===== config.mk =====
export PLATFORM = sky130hd
export DESIGN_NAME = jamma_joy_mux
export DESIGN_NICKNAME = d
export VERILOG_FILES = /design/src/rtl/jamma_joy_mux.sv
export SDC_FILE = /design/constraint.sdc
export NUM_CORES = 1
export LEC_CHECK = 0
export ABC_AREA = 1
export CAP_MARGIN = 20
export CORE_UTILIZATION = 46
export DETAILED_ROUTE_END_ITERATION = 6
export GPL_TIMING_DRIVEN = 0
export HOLD_SLACK_MARGIN = 0.05
export PLACE_DENSITY = 0.65
export SKIP_LAST_GASP = 1
export SLEW_MARGIN = 25
export SYNTH_ARGS = -nofsm -noshare
export SYNTH_HDL_FRONTEND = slang
export SYNTH_SLANG_ARGS = --single-unit

===== constraint.sdc =====
create_clock -name CLK -period 2 [get_ports CLK]
set_input_delay 0.3 -clock CLK [delete_from_list [all_inputs] [get_ports CLK]]
set_output_delay 0.3 -clock CLK [all_outputs]
set_load 0.1 [all_outputs]

===== src/rtl/jamma_joy_mux.sv =====
// Adapter-side responder for the time-multiplexed JAMMA joystick bus.
// It debounces both players, steers the selected one onto JJOY, and releases the bus when select goes quiet.
module jamma_joy_mux #(
   parameter int DB_DIV   = 1024,
   parameter int DB_COUNT = 4,
   parameter int SYNC_SEL = 0,
   parameter int TIMEOUT  = 65536
) (
   input  logic       CLK,
   input  logic       RST_N,
   input  logic       JSELECT,
   input  logic [7:0] P1_IN,
   input  logic [7:0] P2_IN,
   output logic [7:0] JJOY,
   output logic       STALE,
   output logic [7:0] P1_DB,
   output logic [7:0] P2_DB
);
   localparam int PW = (DB_DIV > 1) ? $clog2(DB_DIV) : 1;
   localparam int WW = (TIMEOUT > 1) ? $clog2(TIMEOUT) : 1;
   localparam logic [PW-1:0] PRE_LAST = PW'(DB_DIV - 1);
   localparam logic [WW-1:0] WD_LAST  = WW'(TIMEOUT - 1);
   localparam logic [2:0]    CNT_LAST = 3'(DB_COUNT);

   logic [15:0]   r_in_s1;
   logic [15:0]   r_in_s2;
   logic [PW-1:0] r_pre;
   logic          r_sel_s1;
   logic          r_sel_s2;
   logic          r_sel_prev;
   logic [WW-1:0] r_wd;
   logic          r_stale;
   logic          w_tick;
   logic          w_sel_edge;
   logic          w_sel_eff;
   logic [15:0]   w_stable;

   // Player 2 occupies the upper byte so one loop covers all 16 switches.
   always_ff @(posedge CLK) begin
      if (!RST_N) begin
         r_in_s1 <= 16'hFFFF;
         r_in_s2 <= 16'hFFFF;
      end else begin
         r_in_s1 <= {P2_IN, P1_IN};
         r_in_s2 <= r_in_s1;
      end
   end

   always_ff @(posedge CLK) begin
      if (!RST_N) begin
         r_pre <= '0;
      end else if (r_pre == PRE_LAST) begin
         r_pre <= '0;
      end else begin
         r_pre <= r_pre + PW'(1);
      end
   end

   assign w_tick = (r_pre == PRE_LAST);

   for (genvar gi = 0; gi < 16; gi++) begin : g_db
      logic [2:0] r_cnt;
      logic       r_bit;

      always_ff @(posedge CLK) begin
         if (!RST_N) begin
            r_cnt <= '0;
            r_bit <= 1'b1;
         end else if (w_tick) begin
            if (r_in_s2[gi] == r_bit) begin
               r_cnt <= '0;
            end else if (r_cnt + 3'd1 == CNT_LAST) begin
               r_bit <= r_in_s2[gi];
               r_cnt <= '0;
            end else begin
               r_cnt <= r_cnt + 3'd1;
            end
         end
      end

      assign w_stable[gi] = r_bit;
   end

   always_ff @(posedge CLK) begin
      if (!RST_N) begin
         r_sel_s1   <= 1'b0;
         r_sel_s2   <= 1'b0;
         r_sel_prev <= 1'b0;
      end else begin
         r_sel_s1   <= JSELECT;
         r_sel_s2   <= r_sel_s1;
         r_sel_prev <= r_sel_s2;
      end
   end

   // Activity is always judged on the synchronized select, even when the mux uses the raw pin.
   assign w_sel_edge = r_sel_s2 ^ r_sel_prev;
   assign w_sel_eff  = (SYNC_SEL != 0) ? r_sel_s2 : JSELECT;

   always_ff @(posedge CLK) begin
      if (!RST_N) begin
         r_wd    <= '0;
         r_stale <= 1'b1;
      end else if (w_sel_edge) begin
         r_wd    <= '0;
         r_stale <= 1'b0;
      end else if (r_wd != WD_LAST) begin
         r_wd <= r_wd + WW'(1);
         if (r_wd + WW'(1) == WD_LAST) begin
            r_stale <= 1'b1;
         end
      end
   end

   always_comb begin
      JJOY = 8'hFF;
      if (!r_stale) begin
         JJOY = w_sel_eff ? w_stable[15:8] : w_stable[7:0];
      end
   end

   assign STALE = r_stale;
   assign P1_DB = w_stable[7:0];
   assign P2_DB = w_stable[15:8];

endmodule


Word-level counts from Yosys, hierarchy flattened --
Cells that the tools add are included. W data, S select, Z words.
Cells by class: $add $sub $neg 18, equal/unequal tests 35, mux-type cells 37, bitwise gates (word level) 18, reductions and logical operators 21
Operators by type and width (number):
- $mux W3 | 32
- $add A3 B1 Y3 const B | 16
- $eq A3 B3 Y1 const B | 16
- $reduce_and A3 Y1 | 16
- $not A1 Y1 | 17
- $add A16 B1 Y16 const B | 1
- $eq A1 B1 Y1 | 16
- $eq A16 B16 Y1 const B | 1
- $mux W8 | 2
- $ne A16 B16 Y1 const B | 1
- $add A10 B1 Y10 const B | 1
- $eq A10 B10 Y1 const B | 1
- $reduce_bool A2 Y1 | 2
- $reduce_or A2 Y1 | 2
- $mux W1 | 3
- $reduce_and A2 Y1 | 1
- $xor A1 B1 Y1 | 1
Storage, ports and cells: flip-flop bits (word level) 126, input port bits 19, output and inout port bits 25

Depth between registers and ports, before layout --
Gate-level depths: netlist of the first run.
word-level depth 5, depth in mapped cells 13

Least setup slack after synthesis of the first run --
OpenSTA, ideal clock, no wires.
path type input to output, from input JSELECT, to output JJOY[4], data arrival time 2.596 ns, required time 1.700 ns, path slack -0.896 ns, cell stages on the path 2, path through clkbuf_1 > o21ai_0
On the way: word-level cells in the longest chain between the ends 2
Ends and longest elaborated chain:
- from (decl) | RTL line 11 | input logic JSELECT,
- $mux W8 | RTL line 118 | JJOY = w_sel_eff ? w_stable[15:8] : w_stable[7:0];
- $mux W8 | RTL line 117 | if (!r_stale) begin
- to (decl) | RTL line 14 | output logic [7:0] JJOY,
No other way between the ends.

Final worst setup path of the first run --
from register g_db[4].r_bit, to output JJOY[4]
On the way: word-level cells in the longest chain between the ends 2
Ends and longest elaborated chain:
- from (decl) | RTL line 63 | logic r_bit;
- from (signal assigned) | RTL line 73 | r_bit <= r_in_s2[gi];
- $mux W8 | RTL line 118
- $mux W8 | RTL line 117
No other way between the ends.

==> results of run 1 <==
[sequential cells by signal (all words and copies together), names as in the netlist]
register	count
STALE	1
g_db.r_bit	16
g_db.r_cnt	48
r_in_s1	16
r_in_s2	16
r_pre	10
r_sel_prev	1
r_sel_s1	1
r_sel_s2	1
r_wd	16
[through the flow]
| step | hold WS, ns | total power (W) | worst slack, ns |
|---|---|---|---|
| 2_1_floorplan | 0.390 | 0.00280 | -0.265 |
| 3_3_place_gp | 0.394 | 0.00290 | -0.193 |
| 3_5_place_dp | 0.397 | 0.00291 | -0.182 |
| 4_1_cts | 0.124 | 0.00614 | -0.00845 |
| 5_1_grt | 0.144 | 0.00629 | -0.0191 |
| 6_report | 0.136 | 0.00610 | 0.0586 |
[tightest hold or removal path, cell delays in order]
cell and delay, ns:
clkbuf_16 0.14, nand2_1 0.05, inv_1 0.04
[cell families after synthesis]
kind of cell / count (synthesis) / synth area share
AOI/OAI and AO/OA: 91 / 0.122
xor gates and xnor gates: 39 / 0.0579
adders and majority gates: 35 / 0.0742
buffers and inverters: 95 / 0.0744
DFF: 126 / 0.427
and+or+nand+nor: 301 / 0.244
[area by class of cell]
type | count | area (sq um)
Fill cell | 1117 | 5300
Multi-Input combinational cell | 466 | 2980
Sequential cell | 126 | 2530
Clock buffer | 20 | 467
Timing Repair Buffer | 46 | 435
Buffer | 38 | 268
Inverter | 57 | 229
Tap cell | 172 | 215
Clock inverter | 12 | 158
[synthesized netlist by cell type, types with 16 or more instances]
master	n	area [sq um]
a21oi_1	28	140
buf_4	16	120
clkbuf_1	16	60.1
dfxtp_1	126	2520
ha_1	35	438
inv_1	53	199
nand2_1	136	510
nand3_1	48	240
nand4_1	18	113
nor2_1	49	184
o41ai_1	18	158
or2_2	32	200
xor2_1	25	219
[layer usage]
| layer | vias to the layer above | global-route usage | routed length, microns |
|---|---|---|---|
| li1 | 2417 | - | - |
| met5 | - | 0 | 0 |
| met4 | 0 | 0.113 | 359 |
| met1 | 2272 | 0.299 | 6520 |
| met3 | 29 | 0.0559 | 659 |
| met2 | 118 | 0.361 | 6540 |
[worst min path at each step]
| stage | to | slack [ns] | startpoint |
|---|---|---|---|
| final | r_sel_s1 | 0.14 | JSELECT |
| after global routing | r_sel_s1 | 0.14 | JSELECT |
| after CTS | r_sel_s1 | 0.12 | JSELECT |
| after detailed placement | r_in_s2[4] | 0.40 | r_in_s1[4] |
| after global placement | r_in_s2[0] | 0.39 | r_in_s1[0] |
| after floorplan | r_sel_s2 | 0.39 | r_sel_s1 |
[power breakdown]
part	total [W]	switching, W	leakage [nW]	internal (W)
combinational	0.000273	0.000178	1.74	0.0000946
clock	0.00324	0.00118	0.299	0.00206
sequential	0.00258	0.0000266	1.03	0.00256
total	0.00610	0.00138	3.07	0.00471
[timing repair]
action	in CTS	in global routing
buffers inserted	2	2
pin swaps	0	3
resized for setup	85	26
gates cloned	0	0
setup endpoints to repair	80	81
hold endpoints to repair	0	0
==> key figures, run 1 <==
Setup path
  • Worst Path Arrival: 1.64 ns
  • WP buf/inv: 2
  • CP Capture Point: JJOY[4]
  • Crit. End Element: output port
  • Levels on crit path: 3
  • Crit Path Category: register to output port
  • Worst-path cell chain: inv_1, o21ai_1, clkdlybuf4s15_2
  • Critical Path Fanout Max: 3
  • Critical path origin: g_db[4].r_bit
  • Worst path max stage delay: 0.56 ns
  • Critical path's slowest cell: clkdlybuf4s15_2
  • Worst r2r path cells: 11
  • Critical path data required time: 1.70 ns
  • FF-to-FF End: g_db[5].r_cnt[0]
  • Worst setup SP type: register
  • Worst reg2reg setup slack: 0.12 ns
  • Reg-to-reg startpoint: r_pre[1]
  • Top delay family on crit path: buffers and inverters

Flow run
  • Max Cap Violations: 0

CTS
  • CTS Root Cell: clkbuf_16
  • H-tree levels: 4
  • Post-CTS Hold Buffers: 0
  • Clock buffer depth: 2
  • Clk slew on worst S/H paths: 0.06 ns
  • Clock Latency Late Sink: 0.43 ns
  • CTS buffer count: 17
  • TritonCTS clock tree: built
  • Clock Sinks: approximately 130

Die
  • Die Y: 115 microns
  • Core footprint: 12600 sq um
  • Die area: around 13000 sq um
  • Top Ports: 44
  • Rows: 41
  • Die Wd: 115 microns
  • Initial Utilization: 0.470

Route
  • Via density: just over 5
  • Vias: 4836
  • DRC: 0
  • DRT Wirelength: 14100 microns
  • Routed len/inst: 15.0 microns
  • Antenna viol nets, final: 0
  • Number of DRC markers after the initial detailed-route iteration: around 360
  • 1st-pass router iterations: 4

STA
  • Final Setup Violations: 0
  • Fmax: 515 MHz
  • Final setup TNS: 0 ns
  • Fin crit period: 1.94 ns
  • Final worst-path cycle share: 0.971
  • Max Slew Vio Count: 0
  • Final hold violation count: 0
  • Worst-Margin Slew: 0.949 ns
  • Skew final: a little over 0.008 ns
  • Worst slew margin: 0.370

Min path
  • Hold path cells: 3
  • Worst hold path type: input pin to register

GRT
  • First-pass GRT wire length: 22800 microns
  • Initial antenna violation count: 0
  • Largest net degree at the start of global routing: 17
  • Grt ovf: 0
  • Gr usage total: 0.231
  • Vias in the first global route: 4620

Final layout
  • Fin cells: 937
  • Most frequent cells in the layout: 136 x nand2_1, 123 x dfxtp_1, 53 x inv_1, 48 x nand3_1, 48 x nor2_1
  • Final Cell Area: 7270 sq um
  • Nets: 806
  • Number of diodes: 0
  • Final Util: 0.579
  • Share of post-route cells with drive strength above 1: 0.207
  • Most common cell after layout, fill and taps aside: nand2_1
  • Layout Area Growth over Synthesis: 23.2%

Place
  • Hpwl dp: 9590 microns
  • IO Port Bufs: 42
  • Gpl congestion: 0.875
  • Placed Area: 6570 sq um
  • Placed cell count: approximately 900

Synthesis
  • Yosys warning count: 0
  • Syn nets: 741
  • Post-synth EDFFs: 0
  • Synth Register Bits: 126
  • Cells after synthesis: 687
  • Post-synth ARST share: 0
  • Synth Flop Type: dfxtp_1
  • Register area share after synthesis: 0.427
  • Netlist Area Pre-Place: 5900 sq um
  • Post-synth cell types: 37
  • Syn_area_per_cell: between 8 and 9 sq um

Power
  • Max VDD drop: 566 uV
  • PwrDens: 838 nW/um^2
  • LEAKAGE: 3.07 nW

Outcome
  • Status: finished, final reports clean
Power figures use the tool's default switching activity.
==> run 2: changes to the inputs <==
--- a/config.mk
+++ b/config.mk
@@ -11,7 +11,7 @@
 export DETAILED_ROUTE_END_ITERATION = 6
 export GPL_TIMING_DRIVEN = 0
 export HOLD_SLACK_MARGIN = 0.05
-export PLACE_DENSITY = 0.65
+export PLACE_DENSITY = 0.68
 export SKIP_LAST_GASP = 1
 export SLEW_MARGIN = 25
 export SYNTH_ARGS = -nofsm -noshare
==> constraint.sdc (replaced) <==
create_clock -name CLK -period 1.6 [get_ports CLK]
set_input_delay 0.24 -clock CLK [delete_from_list [all_inputs] [get_ports CLK]]
set_output_delay 0.24 -clock CLK [all_outputs]
set_load 0.01 [all_outputs]
==> run 2 against run 1 <==
Net effect:
- the flow now finishes with violations (setup timing)
- cell area is 12% higher
- clock power is 23% higher
- combinational power is 41% higher
- wire length is 16% higher
- sequential cell count stayed put
- non-clock buffer count is 31 higher
==> key figures, run 2 (synthesis gave the netlist of run 1 again) <==
Outcome
  • Status: finished with violations
  • Failing checks: setup timing

STA
  • Fin crit period: 1.88 ns
  • Final worst-path cycle share: 1.17
  • RSZ-0062 raised after global routing: true
  • Fmax: about 530 MHz
  • Skew final: 0.0113 ns
  • WHS: 0.220 ns
  • Worst slew margin: 0.359
  • Worst-Margin Slew: 0.962 ns
  • Final Setup Violations: 76
  • Max Slew Vio Count: 0
  • Final hold violation count: 0
  • PnR worst setup slack: -0.278 ns

Place
  • Hpwl dp: 9660 microns
  • Placed Area: 6560 sq um
  • Gpl congestion: 0.854
  • IO Port Bufs: between 40 and 50

Min path
  • Hold path cells: 3
  • Endpoint with the worst hold slack: r_sel_s1
  • Hold Crit Start: JSELECT
  • Worst hold path type: input pin to register

Setup path
  • Crit Path Category: register to register
  • Worst r2r path cells: 10
  • Worst Path Arrival: 2.16 ns
  • Most frequent CP cell: buf_6
  • Crit. End Element: register
  • Worst reg2reg setup slack: -0.28 ns
  • Critical path data required time: ~1.9 ns
  • Worst setup SP type: register
  • Worst-path cell chain: ha_4, nand2_4, nor2_4, nand3_4, nor3_4, buf_6, buf_6, nand2_1, o31ai_1, nand3_1
  • Worst path max stage delay: 0.34 ns
  • Levels on crit path: 10
  • Top delay family on crit path: simple AND/OR/NAND/NOR gates
  • Critical path's slowest cell: dfxtp_2
  • FF-to-FF End: g_db[11].r_bit
  • Critical Path Fanout Max: 4
  • Reg-to-reg startpoint: r_pre[1]
  • WP buf/inv: 2

Flow run
  • Max Cap Violations: 0

Power
  • Sequential power share: 0.424
  • PwrDens: 930 nW/um^2
  • LEAKAGE: 3.42 nW
  • Max VDD drop: 1120 uV
  • P_int: between 0.006 and 0.007 W
  • Comb power frac: 0.051
  • Psw: 0.00160 W
  • Power share of the clock group: 0.525
  • Switch share: 0.210

Final layout
  • Most frequent cells in the layout: 113 x nand2_1, 103 x dfxtp_1, 52 x inv_1, 38 x nand3_1, 37 x nor2_1
  • Most common cell after layout, fill and taps aside: nand2_1
  • Final Cell Area: 8180 sq um
  • Largest reg by FF count: g_db.r_cnt
  • Share of post-route cells with drive strength above 1: 0.335
  • Number of diodes: 0
  • Max FFs per register: 48
  • Layout Area Growth over Synthesis: 38.5%
  • Nets: 837
  • Fill cells: between 900 and 1000

Route
  • DRT Wirelength: 16400 microns
  • Vias: 5149
  • Number of DRC markers after the initial detailed-route iteration: between 300 and 400
  • Routed len/inst: 17.0 microns
  • DRC: 0
  • Antenna viol nets, final: 0
  • 1st-pass router iterations: 5
  • Via density: between 5 and 6

CTS
  • Clk slew on worst S/H paths: 0.06 ns
  • Clock Latency Late Sink: ~0.42 ns
  • H-tree levels: 4
  • Clock buffer depth: 2
  • CTS buffer count: 17
  • Clock Sinks: 126
  • TritonCTS clock tree: built
  • CTS Root Cell: clkbuf_16

GRT
  • Initial antenna violation count: 0
  • Largest net degree at the start of global routing: 17
  • First-pass GRT wire length: 24700 microns
  • Gr usage total: 0.250
  • Grt ovf: 0
  • Vias in the first global route: 4958

Die
  • Die Y: 115 microns
  • Die Wd: 115 microns
  • Core footprint: 12600 sq um
  • Initial Utilization: 0.470
  • Top Ports: 44
  • Rows: 41
  • Die area: 13300 sq um
==> run 2: cell type report <==
cell class	count	area, sq um	area share
buffer	36	300	0.0367
timing repair buffer	79	791	0.0967
clock inverter	8	140	0.0171
sequential	126	2570	0.315
tap	172	215	0.0263
multi-input combinational	466	3470	0.425
inverter	57	224	0.0274
clock buffer	21	460	0.0563
==> run 2: how the worst max path moves through the flow <==
| stage | start | endpoint | slack (ns) |
|---|---|---|---|
| after floorplan | r_pre[0] | g_db[2].r_bit | -0.13 |
| final | r_pre[1] | g_db[11].r_bit | -0.28 |
| after CTS | r_pre[0] | g_db[0].r_bit | -0.19 |
| after global placement | JSELECT | JJOY[1] | -0.77 |
| after detailed placement | JSELECT | JJOY[2] | -0.76 |
| after global routing | r_pre[1] | g_db[11].r_bit | -0.39 |
==> run 2: repair_timing <==
| action | 4_1_cts | 5_1_grt |
|---|---|---|
| setup endpoints to repair | 114 | 97 |
| setup buffers | 27 | 9 |
| gates resized for setup | 152 | 95 |
| cloned | 1 | 3 |
| pin swaps | 12 | 24 |
| hold buffers | 0 | 0 |
==> run 2: worst min-delay path, delay by kind of cell <==
kind | cells | cell delay (ns)
buffers and inverters | 2 | 0.25
and+or+nand+nor | 1 | 0.10
==> run 2: per-stage QoR <==
stage | cells | setup WS [ns] | utilization | TNS, ns | total power (W)
after global placement | 901 | -0.774 | 0.522 | -35.29 | 0.00358
after global routing | 965 | -0.392 | 0.650 | -20.72 | 0.00780
final | 965 | -0.278 | 0.650 | -13.48 | 0.00760
after floorplan | 687 | -0.130 | - | -1.30 | 0.00345
after CTS | 958 | -0.189 | 0.620 | -9.68 | 0.00757
after detailed placement | 901 | -0.759 | 0.522 | -38.71 | 0.00359
==> run 2: layer usage <==
| layer | track usage | wire [microns] | vias to the layer above |
|---|---|---|---|
| li1 | - | - | 2487 |
| met1 | 0.299 | 6990 | 2465 |
| met2 | 0.424 | 8100 | 162 |
| met3 | 0.0496 | 863 | 35 |
| met4 | 0.135 | 410 | 0 |
| met5 | 0 | 0 | - |
==> run 2: power groups by stage <==
| stage | Sequential, W | Combinational [W] | Clock [W] |
|---|---|---|---|
| after floorplan | 0.00329 | 0.000158 | 0 |
| after global placement | 0.00329 | 0.000289 | 0 |
| after detailed placement | 0.00330 | 0.000293 | 0 |
| after CTS | 0.00322 | 0.000339 | 0.00401 |
| after global routing | 0.00323 | 0.000413 | 0.00416 |
| final | 0.00323 | 0.000385 | 0.00399 |
